$ cat config.mk
export PLATFORM = sky130hd
export DESIGN_NAME = sat_counter
export DESIGN_NICKNAME = d
export VERILOG_FILES = /design/src/rtl/sr_ff_checker_sat_counter.sv
export SDC_FILE = /design/constraint.sdc
export NUM_CORES = 1
export LEC_CHECK = 0
export CAP_MARGIN = 10
export CORE_AREA = 2 2 39 41
export DETAILED_ROUTE_END_ITERATION = 6
export DIE_AREA = 0 0 41 43
export PLACE_DENSITY_LB_ADDON = 0.05
export SYNTH_ARGS = -nofsm -noshare
export SYNTH_HDL_FRONTEND = slang
export SYNTH_SLANG_ARGS = --single-unit
$ cat constraint.sdc
create_clock -name clk -period 3.9 [get_ports clk]
set_input_delay 0.78 -clock clk [delete_from_list [all_inputs] [get_ports clk]]
set_output_delay 0.78 -clock clk [all_outputs]
set_load 0.02 [all_outputs]
$ cat src/rtl/sr_ff_checker_sat_counter.sv
// Saturating up-counter accepting an increment of 0, 1 or 2 per clock.
// Sum is formed two bits wider so the clamp never sees a wrapped value.
module sat_counter #(
  parameter int W = 8
) (
  input  logic         clk,
  input  logic         rst,
  input  logic [1:0]   inc,
  output logic [W-1:0] cnt
);

  localparam logic [W+1:0] MAX = {2'b00, {W{1'b1}}};

  logic [W+1:0] sum;

  always_comb begin
    sum = {2'b00, cnt} + {{W{1'b0}}, inc};
  end

  always_ff @(posedge clk) begin
    if (rst)
      cnt <= '0;
    else if (sum > MAX)
      cnt <= MAX[W-1:0];
    else
      cnt <= sum[W-1:0];
  end

endmodule

==> flow_summary.ini, run 1 <==
[pwr]
power_density_mw_per_mm2 = 365
leakagePower_nw = 0.222
finalPower_mw = 0.196
p_comb_frac = 0.202
pwr-share-clk = 0.323
power_switching_mw = 0.0543
irDropWorstVdd_mv = 0.156
netSwitchingFraction = 0.277
p_seq_frac = 0.475
intPower_mw = 0.142

[status]
status = completed

[cells_and_area]
fin_cells = 70
drive_gt1_frac = 0.111
stdcell_area_um2 = 537
n_antenna_cell = 0
final_util = 0.388
largest_reg_flops = 8
final_nets = 63
top_register = cnt
area_delta_synth_final_pct = 39.7
reg_top3 = cnt (8)
num-fill-cells = 148

[placement]
post_dp_cell_area_um2 = 514
placed_cells = 67
place_ws_ns = 1.25
gp_congestion = 0.745
port_buffers = 11
hpwl_um = 672

[synth]
netlist.area_leader.share = 0.417
ys_ff_latch = 8
ys_types = 19
syn_area_um2 = 384
yosys-top-cells-area = dfxtp_1 42%, a21oi_1 6.5%, ha_1 6.5%, fa_1 5.2%, o211a_1 5.2%
avgSynthCellArea_um2 = 9.60
synth_cells = 40
seq_area_frac_synth = 0.417
syn_nets = 47
synth_top_area_cell = dfxtp_1
synth_warnings = 0

[sta]
hold_viol_final = 0
tightest_slew_ns = 0.412
fmax_mhz = 417
grt_setup_unrepaired = no
min_period_ns = 2.40
slew_headroom = 0.726
finalSetupTns_ns = 0
finalClockSkew_ns = 0.00167
holdWs_ns = 0.573
finalSetupViolations = 0
finalCritPeriodShare = 0.616
slew_viol_final = 0
worst_slack_ns = 1.50

[worst_setup_path]
r2r_slack_ns = 2.15
critPathLaunchType = primary input
path_cells = clkdlybuf4s50_1 > ha_1 > fa_1 > or4_1 > o211a_1
crit_type = in -> reg
crit_path_max_fanout = 4
crit_family = adder cells
critPathBufInv = 1
crit_slowest_cell = or4_1
arrival_ns = 2.55
end_kind = flop
max_stage_delay_ns = 0.54
worstPathRequired_ns = 4.05

[grt]
grtUsageMet2 = 0.203
grt-busiest-layer = met2
overflow = 0
grt_use_met3 = 0.0524
grt_pass1_wl_um = 1640
grt_max_degree = 9
met1_usage = 0.169
gr-usage-all-layers = 0.140
grt_pass1_vias = 381
antenna_found_initial = 0

[floorplanning]
rows = 14
core_area_mm2 = 0.00138
io_pins = 12
start_util = 0.278
dieArea_mm2 = 0.00176
die_x_um = 41
fp.dieH_um = 43

[clock_network]
clk_path_buf_depth = 2
cts_tree = done
cts-root-buf = clkbuf_4
cts_hold_buf = 0
numClockSinks = 8
path_clk_slew_ns = 0.05
post_cts_resized = 0
ctsHtreeMaxLevel = 1
cts_made_buffers = 3
clock_latency_ns = 0.25
post_cts_buffers = 0

[drt]
ant_nets = 0
drtPass1Iterations = 3
via_count = 362
wl_per_cell_um = 13.1
via_per_inst = 5.17
drc = 0
wl_um = 918
drt_iter0_markers = 9

[flow_run]
max-cap-violations = 0

[worst_hold_path]
hold_path.class = reg -> reg
## layout by cell type (no fill, tap or decap)
cell type,instances
or3_1,2
and4_2,1
a21oi_1,5
ha_1,2
nand4_1,1
a31oi_1,2
inv_1,4
nand3_1,2
o211a_1,2
or4_1,1
and4b_1,1
and3_2,1
dfxtp_1,8
nand2_1,1
nand3_2,1
xnor2_1,1
o21ai_0,2
clkdlybuf4s50_1,11
clkbuf_4,3
fa_1,1
nor3_1,2
## worst register-to-register path, cell delays in order (launching register included)
cell and delay, ns:
dfxtp_1 0.31, ha_1 0.20, fa_1 0.45, or4_1 0.54, o211a_1 0.14
## area by class of cell
type | instances | area (um^2) | area share
Clock buffer | 3 | 22.5 | 0.0420
Inverter | 4 | 15.0 | 0.0280
Tap cell | 16 | 20.0 | 0.0373
Timing Repair Buffer | 11 | 110 | 0.205
Multi-Input combinational cell | 28 | 209 | 0.389
Sequential cell | 8 | 160 | 0.298
## logic make-up (layout without fill, tap and decap cells)
kind of cell,count (synthesis),after routing,synth area share
AND/OR/NAND/NOR,13,13,0.228
AO/OA/AOI/OAI,11,11,0.176
flip-flops,8,8,0.417
buffers and inverters,4,18,0.0391
adder cells (fa/ha/maj),3,3,0.117
XOR/XNOR,1,1,0.0228
## path summary, 6_finish.rpt
| path | end | cells after the start | startpoint |
|---|---|---|---|
| max | cnt[7] | 5 | inc[0] |
| min | cnt[6] | 2 | cnt[6] |
| max reg2reg | cnt[7] | 4 | cnt[0] |
| min reg2reg | cnt[6] | 2 | cnt[6] |
## metal layers
layer | wire length [um] | up-vias
li1 | - | 179
met1 | 424 | 170
met2 | 431 | 11
met3 | 52 | 2
met4 | 8 | 0
met5 | 0 | -
## power groups by stage
stage | Combinational, mW | Clock [mW] | Sequential [mW]
3_3_place_gp | 0.0381 | 0 | 0.0941
5_1_grt | 0.0446 | 0.0711 | 0.0942
6_report | 0.0397 | 0.0632 | 0.0931
2_1_floorplan | 0.0149 | 0 | 0.100
3_5_place_dp | 0.0396 | 0 | 0.0948
4_1_cts | 0.0402 | 0.0663 | 0.0933
## synthesized netlist by cell type
library cell  number
dfxtp_1            8
or4_1              1
or3_1              2
nand3_1            2
a31oi_1            2
and4b_1            1
ha_1               2
fa_1               1
and3_2             1
nor3_1             2
o21ai_0            2
inv_1              4
nand3_2            1
nand2_1            1
nand4_1            1
xnor2_1            1
o211a_1            2
and4_2             1
a21oi_1            5
Note: power is estimated with default switching activity, not from simulation.
==> inputs of run 2 (changes only) <==
==> constraint.sdc (replaced) <==
create_clock -name clk -period 2 [get_ports clk]
set_input_delay 0.4 -clock clk [delete_from_list [all_inputs] [get_ports clk]]
set_output_delay 0.4 -clock clk [all_outputs]
set_load 0.02 [all_outputs]
==> run 2 against run 1 <==
  * Utilization is 0.54 points higher
  * Routed wire length decreased by 10%
  * Sequential share of layout area down 0.41 points
  * Count of clock-buffer cells in the layout did not move
  * Clock power up 90%
  * Final cell count increased by 1.4%
  * Worst setup slack lost 1.5 ns
  * Design area rose by 1.4%
  * Critical path type unchanged
  * Critical endpoint unchanged
  * Largest power group unchanged
  * Highest routed layer unchanged
==> flow_summary.ini, run 2 (synthesized netlist as in run 1, its figures left out) <==
[cells_and_area]
num-fill-cells = 140
drive_gt1_frac = 0.127
n_antenna_cell = 0
area_delta_synth_final_pct = 41.7
stdcell_area_um2 = 544
seq_area_um2 = 160
final_nets = 64
reg_top3 = cnt (8)
layout_commonest_cell = clkdlybuf4s50_1
mostFrequentLayoutCells = 11 x clkdlybuf4s50_1, 8 x dfxtp_1, 5 x a21oi_1
top_register = cnt
largest_reg_flops = 8
multi_input_area_um2 = 209

[drt]
via_per_inst = 5.06
ant_nets = 0
wl_per_cell_um = 11.6
via_count = 359
drc = 0
drt_iter0_markers = 4
drtPass1Iterations = 4
wl_um = 822

[sta]
slew_viol_final = 0
finalSetupViolations = 0
hold_viol_final = 0
slew_headroom = 0.770
finalCritPeriodShare = 0.977
finalSetupTns_ns = 0
grt_setup_unrepaired = no
fmax_mhz = 512
finalClockSkew_ns = 0.000242
tightest_slew_ns = 0.345
min_period_ns = 1.95

[status]
status = completed

[worst_setup_path]
crit_slowest_cell = or4_1
worstPathRequired_ns = 2.14
crit_cells = 5
crit_family = adder cells
crit_path_max_fanout = 2
end_kind = flop
max_stage_delay_ns = 0.53
startpoint = inc[0]
critPathBufInv = 1
r2r-start = cnt[0]
critPathLaunchType = primary input
crit_type = in -> reg
r2r_cells = 4
path_cells = clkdlybuf4s50_1 > ha_1 > fa_1 > or4_1 > o211a_1
arrival_ns = 2.09

[clock_network]
cts_hold_buf = 0
post_cts_resized = 0
post_cts_buffers = 0
cts_tree = done
path_clk_slew_ns = 0.05
clk_path_buf_depth = 2
ctsHtreeMaxLevel = 1
numClockSinks = 8
cts_made_buffers = 3
clock_latency_ns = 0.25
cts-root-buf = clkbuf_4

[pwr]
leakagePower_nw = 0.228
p_comb_frac = 0.206
pwr-share-clk = 0.316
p_seq_frac = 0.479
power_density_mw_per_mm2 = 697
irDropWorstVdd_mv = 0.376
intPower_mw = 0.278
netSwitchingFraction = 0.266
finalPower_mw = 0.379
power_switching_mw = 0.101

[placement]
port_buffers = 11
post_dp_cell_area_um2 = 522
hpwl_um = 642
gp_congestion = 0.783

[worst_hold_path]
hp-start = cnt[6]
hold_path.class = reg -> reg
min_delay_path_depth = 2

[floorplanning]
io_pins = 12
core_area_mm2 = 0.00138
rows = 14
start_util = 0.278
dieArea_mm2 = 0.00176
die_x_um = 41
fp.dieH_um = 43

[grt]
grt_pass1_vias = 328
grt_pass1_wl_um = 1350
grt_max_degree = 9
antenna_found_initial = 0
overflow = 0
gr-usage-all-layers = 0.118

[flow_run]
max-cap-violations = 0
## run 2: cell types whose count changed in the layout (fill, tap and decap cells not counted), sizes merged
| cell | previous run | this run |
|---|---|---|
| buf | 0 | 1 |
## run 2: final timing paths
kind / endpoint / slack [ns]
max: cnt[7] / 0.05
min: cnt[6] / 0.57
max reg2reg: cnt[7] / 0.32
min reg2reg: cnt[6] / 0.57
## run 2: power groups by stage
stage               combinational [mW]  clock [mW]  sequential [mW]
floorplan                       0.0290           0            0.195
global placement                0.0778           0            0.183
detailed placement              0.0786           0            0.185
CTS                             0.0795       0.126            0.182
global route                    0.0883       0.138            0.184
finish                          0.0781       0.120            0.181
## run 2: routing by layer
layer,up-vias,GRT usage,wire length (um)
li1,182,-,-
met1,162,0.137,394
met2,11,0.159,343
met3,4,0.0314,56
met4,0,0.120,27
met5,-,0,0
## run 2: worst min-delay path, cell delays in order (launching register included)
cell	delay, ns
dfxtp_1	0.35
a21oi_1	0.13
nor3_1	0.05
## run 2: cell type report
cell class | count | share of cell area
tap | 16 | 0.0368
multi-input combinational | 28 | 0.384
inverter | 4 | 0.0276
sequential | 8 | 0.294
clock buffer | 3 | 0.0414
timing repair buffer | 12 | 0.216
## run 2: stage by stage
stage / setup slack [ns] / std cells / hold WS [ns] / utilization
6_report: 0.0459 / 71 / 0.566 / 0.393
5_1_grt: 0.00346 / 71 / 0.606 / 0.393
4_1_cts: 0.0470 / 71 / 0.570 / 0.393
3_5_place_dp: -0.216 / 68 / 0.560 / 0.377
3_3_place_gp: -0.194 / 68 / 0.546 / 0.377
2_1_floorplan: 0.235 / 40 / 0.469 / -
==> patch 1 (flow settings as in run 2) <==
Change the parameter `W` from 8 to 6.
--- a/src/rtl/sr_ff_checker_sat_counter.sv
+++ b/src/rtl/sr_ff_checker_sat_counter.sv
@@ -2,5 +2,5 @@
 // Sum is formed two bits wider so the clamp never sees a wrapped value.
 module sat_counter #(
-  parameter int W = 8
+  parameter int W = 6
 ) (
   input  logic         clk,
Interface: changed (resized cnt); port bits go from 12 to 10. No check against the original RTL was run, so the function may have changed too.
==> patch 1 against run 2 <==
Area after synthesis fell by 26%; sequential cell count decreased by 2; design area decreased by 22%; total power fell by 14%; maximum frequency is 7.0% higher; worst setup slack better by 0.13 ns; die area unchanged; clock skew rose by 0.0020 ns; synthesized cell count is 28% lower; routed wire length fell by 29%; register-to-register slack gained 0.14 ns; largest power group unchanged.
==> patch 1: results (changes against run 2) <==
Run status
  – Outcome: finished clean (unchanged)

Cells and area
  – Top flop regs: cnt: 6 flops (was cnt: 8 flops)
  – Fraction of layout cells with a size suffix above 1: 14.3% (was 12.7%)
  – Fillers: 151 (was 140)

Worst hold path
  – Hold Crit Endpoint: cnt[3]$_SDFF_PP0_ (was cnt[6]$_SDFF_PP0_)
  – Min-Delay Startpoint: cnt[3]$_SDFF_PP0_ (was cnt[6]$_SDFF_PP0_)

Route
  – Vias: 257 (was 359)
  – DR pass1 iterations: 1 (was 4)
  – Wl on met1: 274 um (was 394 um)
  – Met2 Wirelength: 248 um (was 343 um)
  – Avg WL per Cell: 10.0 um (was 11.6 um)

Critical path
  – CP max FO: 4 (was 2)
  – Worst r2r dst: cnt[3]$_SDFF_PP0_ (was cnt[7]$_SDFF_PP0_)
  – R2R Setup Slk: 0.46 ns (was 0.32 ns)
  – Arrival time worst endpoint: 1.94 ns (was 2.09 ns)

Placed design
  – PortBufs: 9 (was 11)
  – Placed cell area: 402 um2 (was 522 um2)
  – Hpwl dp: 460 um (was 642 um)

Power
  – Clock power share: 33.7% (was 31.6%)
  – Static Leak: 0.161 nW (was 0.228 nW)
  – Worst vdd ir: 0.249 mV (was 0.376 mV)
  – Combinational share of power: 23.5% (was 20.6%)
  – P_sw: 0.0000895 W (was 0.000101 W)

Yosys
  – Commonest cells post-synth: dfxtp_1 (6), a21oi_1 (4), ha_1 (2), inv_1 (2), nand3_1 (2) (was dfxtp_1 (8), a21oi_1 (5), inv_1 (4))
  – Post-synthesis compound-gate area fraction: 13.7% (was 17.6%)
  – Seq/Total Area, Yosys: 42.3% (was 41.7%)
  – Post-synthesis adder-cell area fraction: 15.9% (was 11.7%)
  – Synth top area cells: dfxtp_1 (42%), ha_1 (8.8%), a21oi_1 (7.0%) (was dfxtp_1 (42%), a21oi_1 (6.5%), ha_1 (6.5%))
  – Syn Nets: 36 (was 47)
  – Mux cell area share after synthesis: 3.52% (was 0%)

Global routing
  – First-pass GRT wire length: 945 um (was 1350 um)
  – Vias in the first global route: 236 (was 328)
  – Largest net degree at the start of global routing: 7 (was 9)
  – GRT Total Usage: 8.35% (was 11.8%)

Timing
  – Worst-Margin Slew: 0.290 ns (was 0.345 ns)
  – Clk_skew: 0.00221 ns (was 0.000242 ns)

Clock network
  – Num CTS Buffers: 3 (unchanged)
patch 1: through the flow:
stage	hold slack [ns]	instances	setup WS [ns]	setup TNS, ns	power, W
5_1_grt	0.588	58	0.0839	0	0.000350
3_3_place_gp	0.535	55	-0.0800	-0.291	0.000218
6_report	0.550	58	0.174	0	0.000328
3_5_place_dp	0.547	55	-0.0928	-0.359	0.000221
4_1_cts	0.558	58	0.163	0	0.000331
2_1_floorplan	0.469	29	0.433	0	0.000182
patch 1: metal layers:
layer  track usage, %  vias up
li1                 -      131
met1             10.4      116
met2             10.3        8
met3             3.14        2
met4             8.00        0
met5                0        -
patch 1: worst max-delay path: stages:
cell	delay (ns)
clkdlybuf4s50_1	0.41
ha_1	0.23
fa_1	0.42
and3_2	0.25
nand3_1	0.14
a31oi_1	0.09
patch 1: layout make-up:
class	count	area, um2	share of cell area [%]
multi-input combinational	20	153	36.0
sequential	6	120	28.3
timing repair buffer	10	97.6	23.0
clock buffer	3	22.5	5.31
tap	16	20.0	4.72
inverter	3	11.3	2.65
==> patch 2 (flow settings as in run 2) <==
Made on the original files. Register the output `cnt` once more; this adds one clock of latency there.
--- a/src/rtl/sr_ff_checker_sat_counter.sv
+++ b/src/rtl/sr_ff_checker_sat_counter.sv
@@ -12,17 +12,23 @@
   localparam logic [W+1:0] MAX = {2'b00, {W{1'b1}}};
 
+  logic [W-1:0] cnt_s0;
+
   logic [W+1:0] sum;
 
   always_comb begin
-    sum = {2'b00, cnt} + {{W{1'b0}}, inc};
+    sum = {2'b00, cnt_s0} + {{W{1'b0}}, inc};
   end
 
   always_ff @(posedge clk) begin
     if (rst)
-      cnt <= '0;
+      cnt_s0 <= '0;
     else if (sum > MAX)
-      cnt <= MAX[W-1:0];
+      cnt_s0 <= MAX[W-1:0];
     else
-      cnt <= sum[W-1:0];
+      cnt_s0 <= sum[W-1:0];
+  end
+
+  always_ff @(posedge clk) begin
+    cnt <= cnt_s0;
   end
 
Check against the original RTL: not equivalent (Yosys sat finds a counterexample within 4 cycles, from zero or initial values and one cycle with rst high).
==> patch 2 against run 2 <==
Design area up 29%; critical path depth up 2; routed wire length up 8.0%; via count up 7.5%; count of clock-buffer cells in the layout unchanged; non-clock buffer count unchanged; worst setup slack better by 0.018 ns; sequential cell count up 8; total power up 55%; area after synthesis up 42%; critical endpoint is now cnt_s0[5]$_SDFF_PP0_; highest routed layer unchanged.
==> patch 2: results (changes against run 2) <==
Run status
  – Outcome: finished clean (unchanged)

Power
  – Static Leak: 0.293 nW (was 0.228 nW)
  – Worst vdd ir: 0.576 mV (was 0.376 mV)

Critical path
  – Worst r2r dst: cnt_s0[5]$_SDFF_PP0_ (was cnt[7]$_SDFF_PP0_)
  – CP startpoint: inc[0] (unchanged)
  – Critical path's slowest cell: clkdlybuf4s50_1 (was or4_1)
  – Reg2reg path depth: 6 (was 4)
  – CP peak stage delay: 0.41 ns (was 0.53 ns)
  – Reg-to-reg startpoint: cnt_s0[0]$_SDFF_PP0_ (was cnt[0]$_SDFF_PP0_)
  – R2R Setup Slk: 0.30 ns (was 0.32 ns)
  – CP max FO: 5 (was 2)

Global routing
  – GRT Total Usage: 13.8% (was 11.8%)
  – Vias in the first global route: 358 (was 328)
  – First-pass GRT wire length: 1550 um (was 1350 um)

Cells and area
  – Nets: 72 (was 64)
  – Top flop regs: cnt: 8 flops, cnt_s0: 8 flops (was cnt: 8 flops)
  – Fraction of layout cells with a size suffix above 1: 11.1% (was 12.7%)

Worst hold path
  – Hold Crit Endpoint: cnt[0]$_DFF_P_ (was cnt[6]$_SDFF_PP0_)
  – Min-Delay Startpoint: cnt_s0[0]$_SDFF_PP0_ (was cnt[6]$_SDFF_PP0_)
  – Hold depth: 0 (was 2)

Timing
  – Clk_skew: 0.000821 ns (was 0.000242 ns)
  – Slew headroom: 76.4% (was 77.0%)

Yosys
  – Commonest cells post-synth: dfxtp_1 (16), a21oi_1 (5), inv_1 (4) (was dfxtp_1 (8), a21oi_1 (5), inv_1 (4))
  – Seq/Total Area, Yosys: 58.9% (was 41.7%)
  – Synth top area cells: dfxtp_1 (59%), a21oi_1 (4.6%), ha_1 (4.6%) (was dfxtp_1 (42%), a21oi_1 (6.5%), ha_1 (6.5%))
  – Syn Nets: 55 (was 47)

Route
  – Drt first-iter violations: 7 (was 4)
  – Total Wirelength: 888 um (was 822 um)
  – Vias per inst: 4.89 (was 5.06)

Placed design
  – Final GP Congestion: 0.728 (was 0.783)
  – Hpwl dp: 627 um (was 642 um)
  – Placed cell area: 682 um2 (was 522 um2)

Clock network
  – Clk_lat worst skew: 0.28 ns (was 0.25 ns)
  – CTS clk-pin slew, worst paths: 0.08 ns (was 0.05 ns)
  – Post-CTS sizing: 0 (unchanged)
[patch 2: cell types whose count changed in the layout (fill, tap and decap cells not counted)]
cell,change
dfxtp_1,+8
[patch 2: final cells by class]
class	instances	area, um2
Clock buffer	3	22.5
Fill cell	127	679
Inverter	4	15.0
Multi-Input combinational cell	28	209
Sequential cell	16	320
Tap cell	16	20.0
Timing Repair Buffer	12	118
[patch 2: per-layer routing]
layer  vias to the layer above  share of wire (%)  GRT usage (%)
li1                        208                  -              -
met1                       164                 52           18.6
met4                         0                4.1           10.0
met5                         -                  0              0
met3                         4                3.9           4.71
met2                        10                 40           17.5
[patch 2: power by group]
part	switching (W)	total (W)	internal (W)	leakage [nW]
clock	0.0000899	0.000160	0.0000698	0.0138
combinational	0.0000376	0.0000777	0.0000401	0.149
sequential	0.0000136	0.000352	0.000338	0.130
total	0.000141	0.000589	0.000448	0.293
[patch 2: cells by family after synthesis]
| logic type | share of synthesized area, % |
|---|---|
| and+or+nand+nor | 16.1 |
| xor gates and xnor gates | 1.61 |
| DFF | 58.9 |
| AOI/OAI and AO/OA | 12.4 |
| adders and majority gates | 8.28 |
| buffers and inverters | 2.76 |
[patch 2: worst max-delay path by stage]
| stage | endpoint | slack (ns) | cells after the start |
|---|---|---|---|
| 3_3_place_gp | cnt_s0[5]$_SDFF_PP0_ | -0.21 | 7 |
| 2_1_floorplan | cnt_s0[7]$_SDFF_PP0_ | 0.24 | 4 |
| 4_1_cts | cnt_s0[5]$_SDFF_PP0_ | 0.08 | 7 |
| 6_report | cnt_s0[5]$_SDFF_PP0_ | 0.06 | 7 |
| 5_1_grt | cnt_s0[5]$_SDFF_PP0_ | 0.003 | 7 |
| 3_5_place_dp | cnt_s0[5]$_SDFF_PP0_ | -0.21 | 7 |
[patch 2: stage by stage]
stage | instances | worst slack, ns | hold WS, ns
2_1_floorplan | 48 | 0.235 | 0.334
3_3_place_gp | 76 | -0.209 | 0.344
3_5_place_dp | 76 | -0.205 | 0.352
4_1_cts | 79 | 0.0783 | 0.365
5_1_grt | 79 | 0.00319 | 0.377
6_report | 79 | 0.0637 | 0.363
[patch 2: worst max-delay path, delay by kind of cell]
family / cells / cell delay [ns]
buffers and inverters: 2 / 0.57
AOI/OAI and AO/OA: 1 / 0.12
and+or+nand+nor: 2 / 0.39
adders and majority gates: 2 / 0.62
